$ cat src/rtl/pwm_measure_multi_if.sv
// rtl/pwm_measure_multi_if.sv - pulse inputs and per-channel result bundle for pwm_measure_multi
interface pwm_measure_multi_if #(
    parameter int NUM_CH = 2,
    parameter int CNT_W  = 16
);
    logic [NUM_CH-1:0]       pwm_in;
    logic [NUM_CH-1:0]       mode;
    logic [NUM_CH*CNT_W-1:0] width;
    logic [NUM_CH-1:0]       valid;
    logic [NUM_CH-1:0]       timeout;

    modport master (
        output pwm_in, mode,
        input  width, valid, timeout
    );

    modport slave (
        input  pwm_in, mode,
        output width, valid, timeout
    );
endinterface

$ cat src/rtl/pwm_measure_multi.sv
// rtl/pwm_measure_multi.sv - multi-channel pulse width / period measurer with timeout
module pwm_measure_multi #(
    parameter int NUM_CH        = 2,
    parameter int CNT_W         = 16,
    parameter int PRESCALE      = 100,
    parameter int TIMEOUT_TICKS = 38000,
    parameter int SYNC_STAGES   = 2
) (
    input  logic               clk,
    input  logic               reset,
    pwm_measure_multi_if.slave bus
);
    localparam int PW = (PRESCALE > 1) ? $clog2(PRESCALE) : 1;
    localparam int SW = $clog2(SYNC_STAGES + 1);

    localparam logic [1:0] WAIT_LOW = 2'd0;
    localparam logic [1:0] IDLE     = 2'd1;
    localparam logic [1:0] MEAS     = 2'd2;

    logic [PW-1:0]          pre_cnt;
    logic                   tick;
    logic [SW-1:0]          prime_cnt;
    logic                   primed;
    logic [SYNC_STAGES-1:0] sync_r [NUM_CH];
    logic [NUM_CH-1:0]      in_s;
    logic [NUM_CH-1:0]      in_q;
    logic [NUM_CH-1:0]      rise;
    logic [NUM_CH-1:0]      fall;
    logic [NUM_CH-1:0]      mode_q;
    logic [1:0]             state  [NUM_CH];
    logic [CNT_W-1:0]       count  [NUM_CH];
    logic [CNT_W-1:0]       v      [NUM_CH];

    // With PRESCALE=1 the counter never leaves 0, so tick is permanently high.
    assign tick = (pre_cnt == PW'(PRESCALE - 1));

    // The last sync stage only reflects post-reset input once the chain has refilled;
    // until then WAIT_LOW must not trust a reset-value zero as a real low level.
    assign primed = (prime_cnt == SW'(SYNC_STAGES));

    always_comb begin
        for (int c = 0; c < NUM_CH; c++) begin
            in_s[c] = sync_r[c][SYNC_STAGES-1];
            rise[c] = in_s[c] & ~in_q[c];
            fall[c] = ~in_s[c] & in_q[c];
            v[c]    = count[c] + CNT_W'(tick);
        end
    end

    always_ff @(posedge clk or negedge reset) begin
        if (!reset) begin
            pre_cnt     <= '0;
            prime_cnt   <= '0;
            in_q        <= '0;
            mode_q      <= '0;
            bus.width   <= '0;
            bus.valid   <= '0;
            bus.timeout <= '0;
            for (int c = 0; c < NUM_CH; c++) begin
                sync_r[c] <= '0;
                state[c]  <= WAIT_LOW;
                count[c]  <= '0;
            end
        end else begin
            pre_cnt <= tick ? '0 : pre_cnt + PW'(1);
            if (!primed)
                prime_cnt <= prime_cnt + SW'(1);
            bus.valid <= '0;
            for (int c = 0; c < NUM_CH; c++) begin
                sync_r[c] <= {sync_r[c][SYNC_STAGES-2:0], bus.pwm_in[c]};
                in_q[c]   <= in_s[c];
                case (state[c])
                    WAIT_LOW: begin
                        if (primed && !in_s[c])
                            state[c] <= IDLE;
                    end
                    IDLE: begin
                        if (rise[c]) begin
                            state[c]  <= MEAS;
                            count[c]  <= '0;
                            mode_q[c] <= bus.mode[c];
                        end
                    end
                    MEAS: begin
                        // An end edge takes priority over the timeout landing in the same cycle.
                        if (bus.mode[c] != mode_q[c]) begin
                            state[c] <= WAIT_LOW;
                        end else if (!mode_q[c] && fall[c]) begin
                            bus.width[c*CNT_W +: CNT_W] <= v[c];
                            bus.valid[c]   <= 1'b1;
                            bus.timeout[c] <= 1'b0;
                            state[c]       <= IDLE;
                        end else if (mode_q[c] && rise[c]) begin
                            bus.width[c*CNT_W +: CNT_W] <= v[c];
                            bus.valid[c]   <= 1'b1;
                            bus.timeout[c] <= 1'b0;
                            count[c]       <= '0;
                        end else if (v[c] == CNT_W'(TIMEOUT_TICKS)) begin
                            bus.width[c*CNT_W +: CNT_W] <= CNT_W'(TIMEOUT_TICKS);
                            bus.valid[c]   <= 1'b1;
                            bus.timeout[c] <= 1'b1;
                            state[c]       <= WAIT_LOW;
                        end else begin
                            count[c] <= v[c];
                        end
                    end
                    default: state[c] <= WAIT_LOW;
                endcase
            end
        end
    end
endmodule

$ cat src/flat_wrapper.sv
// flat-port wrapper written by rule: the top's interface ports become plain ports
module pwm_measure_multi_flat 
#(
    parameter int NUM_CH        = 2,
    parameter int CNT_W         = 16,
    parameter int PRESCALE      = 100,
    parameter int TIMEOUT_TICKS = 38000,
    parameter int SYNC_STAGES   = 2
)
  (clk, reset, bus_pwm_in, bus_mode, bus_width, bus_valid, bus_timeout);
  pwm_measure_multi_if #(.NUM_CH(NUM_CH), .CNT_W(CNT_W)) bus_i ();
  input  logic clk;
  input  logic reset;
  input wire logic [$bits(bus_i.pwm_in)-1:0] bus_pwm_in;
  input wire logic [$bits(bus_i.mode)-1:0] bus_mode;
  output wire logic [$bits(bus_i.width)-1:0] bus_width;
  output wire logic [$bits(bus_i.valid)-1:0] bus_valid;
  output wire logic [$bits(bus_i.timeout)-1:0] bus_timeout;
  assign bus_i.pwm_in = bus_pwm_in;
  assign bus_i.mode = bus_mode;
  assign bus_width = bus_i.width;
  assign bus_valid = bus_i.valid;
  assign bus_timeout = bus_i.timeout;
  pwm_measure_multi #(.NUM_CH(NUM_CH), .CNT_W(CNT_W), .PRESCALE(PRESCALE), .TIMEOUT_TICKS(TIMEOUT_TICKS), .SYNC_STAGES(SYNC_STAGES)) u_core (.clk(clk), .reset(reset), .bus(bus_i));
endmodule
$ cat config.mk
export PLATFORM = sky130hd
export DESIGN_NAME = pwm_measure_multi_flat
export DESIGN_NICKNAME = d
export VERILOG_FILES = /design/src/rtl/pwm_measure_multi_if.sv /design/src/rtl/pwm_measure_multi.sv /design/src/flat_wrapper.sv
export SDC_FILE = /design/constraint.sdc
export NUM_CORES = 1
export LEC_CHECK = 0
export BUFFER_PORTS_ARGS = -buffer_cell sky130_fd_sc_hd__buf_4
export CORE_AREA = 2 2 132 134
export CTS_CLUSTER_SIZE = 20
export DETAILED_ROUTE_END_ITERATION = 12
export DIE_AREA = 0 0 134 136
export GPL_TIMING_DRIVEN = 0
export PLACE_DENSITY_LB_ADDON = 0.08
export SLEW_MARGIN = 40
export SYNTH_ARGS = -nofsm -noshare
export SYNTH_HDL_FRONTEND = slang
export SYNTH_SLANG_ARGS = --single-unit
$ cat constraint.sdc
create_clock -name clk -period 3.97 [get_ports clk]
set_input_delay 0 -clock clk [delete_from_list [all_inputs] [get_ports clk]]
set_output_delay 0 -clock clk [all_outputs]
set_load 0.02 [all_outputs]
==> metrics.md <==
| Metric | Value |
|---|---|
| Final core occ | 35.1% |
| Critical Path RT | 4.19 ns |
| Ys flop type | dfrtp_1 |
| Pin count of the biggest net entering global routing | 90 |
| Fin crit period | 3.72 ns |
| CTS root buf | clkbuf_16 |
| Crit. End Element | flip-flop |
| Nets | 604 |
| Outcome | complete, no violations |
| Layout cells sized above 1 | 17.0% |
| Power per standard cell area | 462 nW/um^2 |
| Cts bufs inserted | 9 |
| Vias in the first global route | 4053 |
| Synth top area cells | dfrtp_1 45%, o21ai_0 5.4%, nand2_1 4.9% |
| Instance count of the mapped netlist | 526 |
| Slowest-stage cell, CP | nor4_4 |
| Die area | 18200 sq um |
| MaxCap Viol Count | 0 |
| Gpl congestion | 0.794 |
| Synthesis-to-layout area growth | 18.8% |
| Overall fraction of global-route tracks in use | 15.0% |
| First-pass GRT wire length | 21.3 mm |
| H-tree depth | 3 |
| Setup crit start kind | flip-flop |
| Setup TNS Final | 0 ns |
| Final Max Tran Viols | 0 |
| Crit path max-delay family | simple AND/OR/NAND/NOR gates |
| Area share of the largest cell type after synthesis | 44.6% |
| Global route overflow | 0 |
| Setup violators final | 0 |
| WS Path Type | reg2reg |
| Crit path buffers/inverters | 1 |
| Period utilisation layout | 93.7% |
| Number of antenna cells inserted | 0 |
| Synth unique cells | 63 |
| Syn_area_per_cell | 9.49 sq um |
| Most common library cells after synthesis | 89 x dfrtp_1, 65 x nand2_1, 54 x o21ai_0 |
| Worst-Margin Slew | 0.696 ns |
| Die Wd | 134 um |
| Final instance area | 5930 sq um |
| Post-DP Area | 5590 sq um |
| DR WL/cell | 15.5 um |
| Register area share after synthesis | 44.6% |
| Yosys reg bits | 89 |
| Synth warn | 0 |
| Initial antenna violation count | 0 |
| Total wire length | 12.6 mm |
| HPWL after DPL | 8.68 mm |
| Vias per inst | 4.91 |
| Crit path depth | 13 |
| Core Box Area | 16900 sq um |
| Routed Antenna Nets | 0 |
| Die Ht | 136 um |
| Most frequent cell after synthesis | dfrtp_1 |
| Starting Density | 29.6% |
| Slew margin rel. | 53.6% |
| # port buffers | 41 |
| Largest area contributor in the netlist | dfrtp_1 |
| Row cnt | 48 |
| Clock Path Buffers | 2 |
| Static leakage | 2.59 nW |
| Synthesized area | 4990 sq um |
| Worst path max stage delay | 0.43 ns |
| Fraction of registers with async set/reset | 100% |
| DR vias | 3994 |
| Hold Path Class | in2async |
| Worst EP arrival | 3.94 ns |
| DRC Markers | 0 |
| Sink Count | 89 |
| Initial drt markers | 156 |
| Achievable Freq | 0.269 GHz |
| RSZ-0062 raised after global routing | false |
| Clk pin slew, worst setup/hold paths | 0.06 ns |
| Total power | 2.74 mW |
| Crit-path cells | ha_1, nand2b_1, nor4_4, buf_4, ha_1, nand3_4, nor4_4, and3_1, a31o_1, nand4_4, a31o_1, a21boi_2, mux2_1 |
| TritonCTS clock tree | yes |
| Ports | 42 |
| Setup skew after layout | 0.00703 ns |
| Fin. Hold Viols | 0 |
| Pre-Repair DR Iteration Count | 5 |
| Post-synth EDFFs | 0 |
| Clk Latency, worst-skew pair | 0.34 ns |
| R2r worst-path depth | 13 |
| Syn_nets | 546 |
| VDD IR max | 0.192 mV |
| Worst Path Max Fanout | 6 |
==> cell usage in the layout (no fill, tap or decap), types with 14 or more instances in the layout <==
cell     instances
a21oi_1         23
o21ai_0         54
buf_4           45
dfrtp_1         89
xnor2_1         23
nand3_1         22
ha_1            14
nor2_1          45
nand2_1         65
==> power breakdown <==
group	internal (mW)	leakage, nW	switching, mW
Sequential	1.01	1.18	0.0732
Combinational	0.322	1.29	0.557
Clock	0.424	0.124	0.355
Total	1.76	2.59	0.985
==> through the flow <==
stage               cells  setup WS [ns]  hold WS [ns]
finish                814          0.250         0.272
global route          814        0.00755         0.291
CTS                   814          0.119         0.290
detailed placement    792         -0.363        0.0814
global placement      792         -0.644         0.110
floorplan             526          0.347        -0.296
==> cell families (layout without fill, tap and decap cells) <==
family                   after synthesis  in the layout  share of synthesized area (%)
AND/OR/NAND/NOR                      208            208                           23.5
AO/OA/AOI/OAI                        130            130                           16.5
flip-flops                            89             89                           44.6
buffers and inverters                 44            107                           4.34
XOR/XNOR                              33             33                           5.79
adder cells (fa/ha/maj)               14             14                           3.51
multiplexers                           8              8                           1.76
==> state kept, by name, summed over array words and instances, names as in the netlist <==
name and count:
u_core.bus.timeout 2, u_core.bus.valid 2, u_core.bus.width 32, u_core.count 32, u_core.in_q 2, u_core.in_s 2
u_core.mode_q 2, u_core.pre_cnt 7, u_core.prime_cnt 2, u_core.state 4, u_core.sync_r 2
==> final timing paths <==
check,slack [ns],from,endpoint
max,0.25,u_core.pre_cnt[0]$_DFF_PN0_,u_core.state[1]$_DFFE_PN0P_
min,0.27,reset,u_core.bus.width[30]$_DFFE_PN0P_
max reg2reg,0.25,u_core.pre_cnt[0]$_DFF_PN0_,u_core.state[1]$_DFFE_PN0P_
min reg2reg,0.35,u_core.sync_r[0]$_DFF_PN0_,u_core.in_s[1]$_DFF_PN0_
max in group asynchronous,3.20,reset,u_core.bus.width[18]$_DFFE_PN0P_
min in group clk,0.31,bus_pwm_in[0],u_core.sync_r[2]$_DFF_PN0_
==> layout make-up <==
cell class / instances / area, sq um
inverters: 15 / 56.3
multi-input cells: 393 / 2570
repair buffers: 47 / 373
clock buffers: 13 / 240
clock inverters: 3 / 17.5
well taps: 225 / 282
fillers: 1740 / 10900
plain buffers: 29 / 161
flip-flops and latches: 89 / 2230
==> metal layers <==
layer / track usage [%] / vias up / wire length, um
li1: - / 1976 / -
met1: 19.2 / 1945 / 5920
met2: 24.6 / 57 / 6080
met3: 3.43 / 16 / 351
met4: 6.38 / 0 / 254
met5: 0 / - / 0
==> timing repair <==
action	4_1_cts	5_1_grt
endpoints found under the hold margin	93	0
pin swaps	1	0
gates resized for setup	1	6
hold buffers	5	0
buffers inserted	1	0
setup endpoints to repair	47	6
Power figures use the tool's default switching activity.
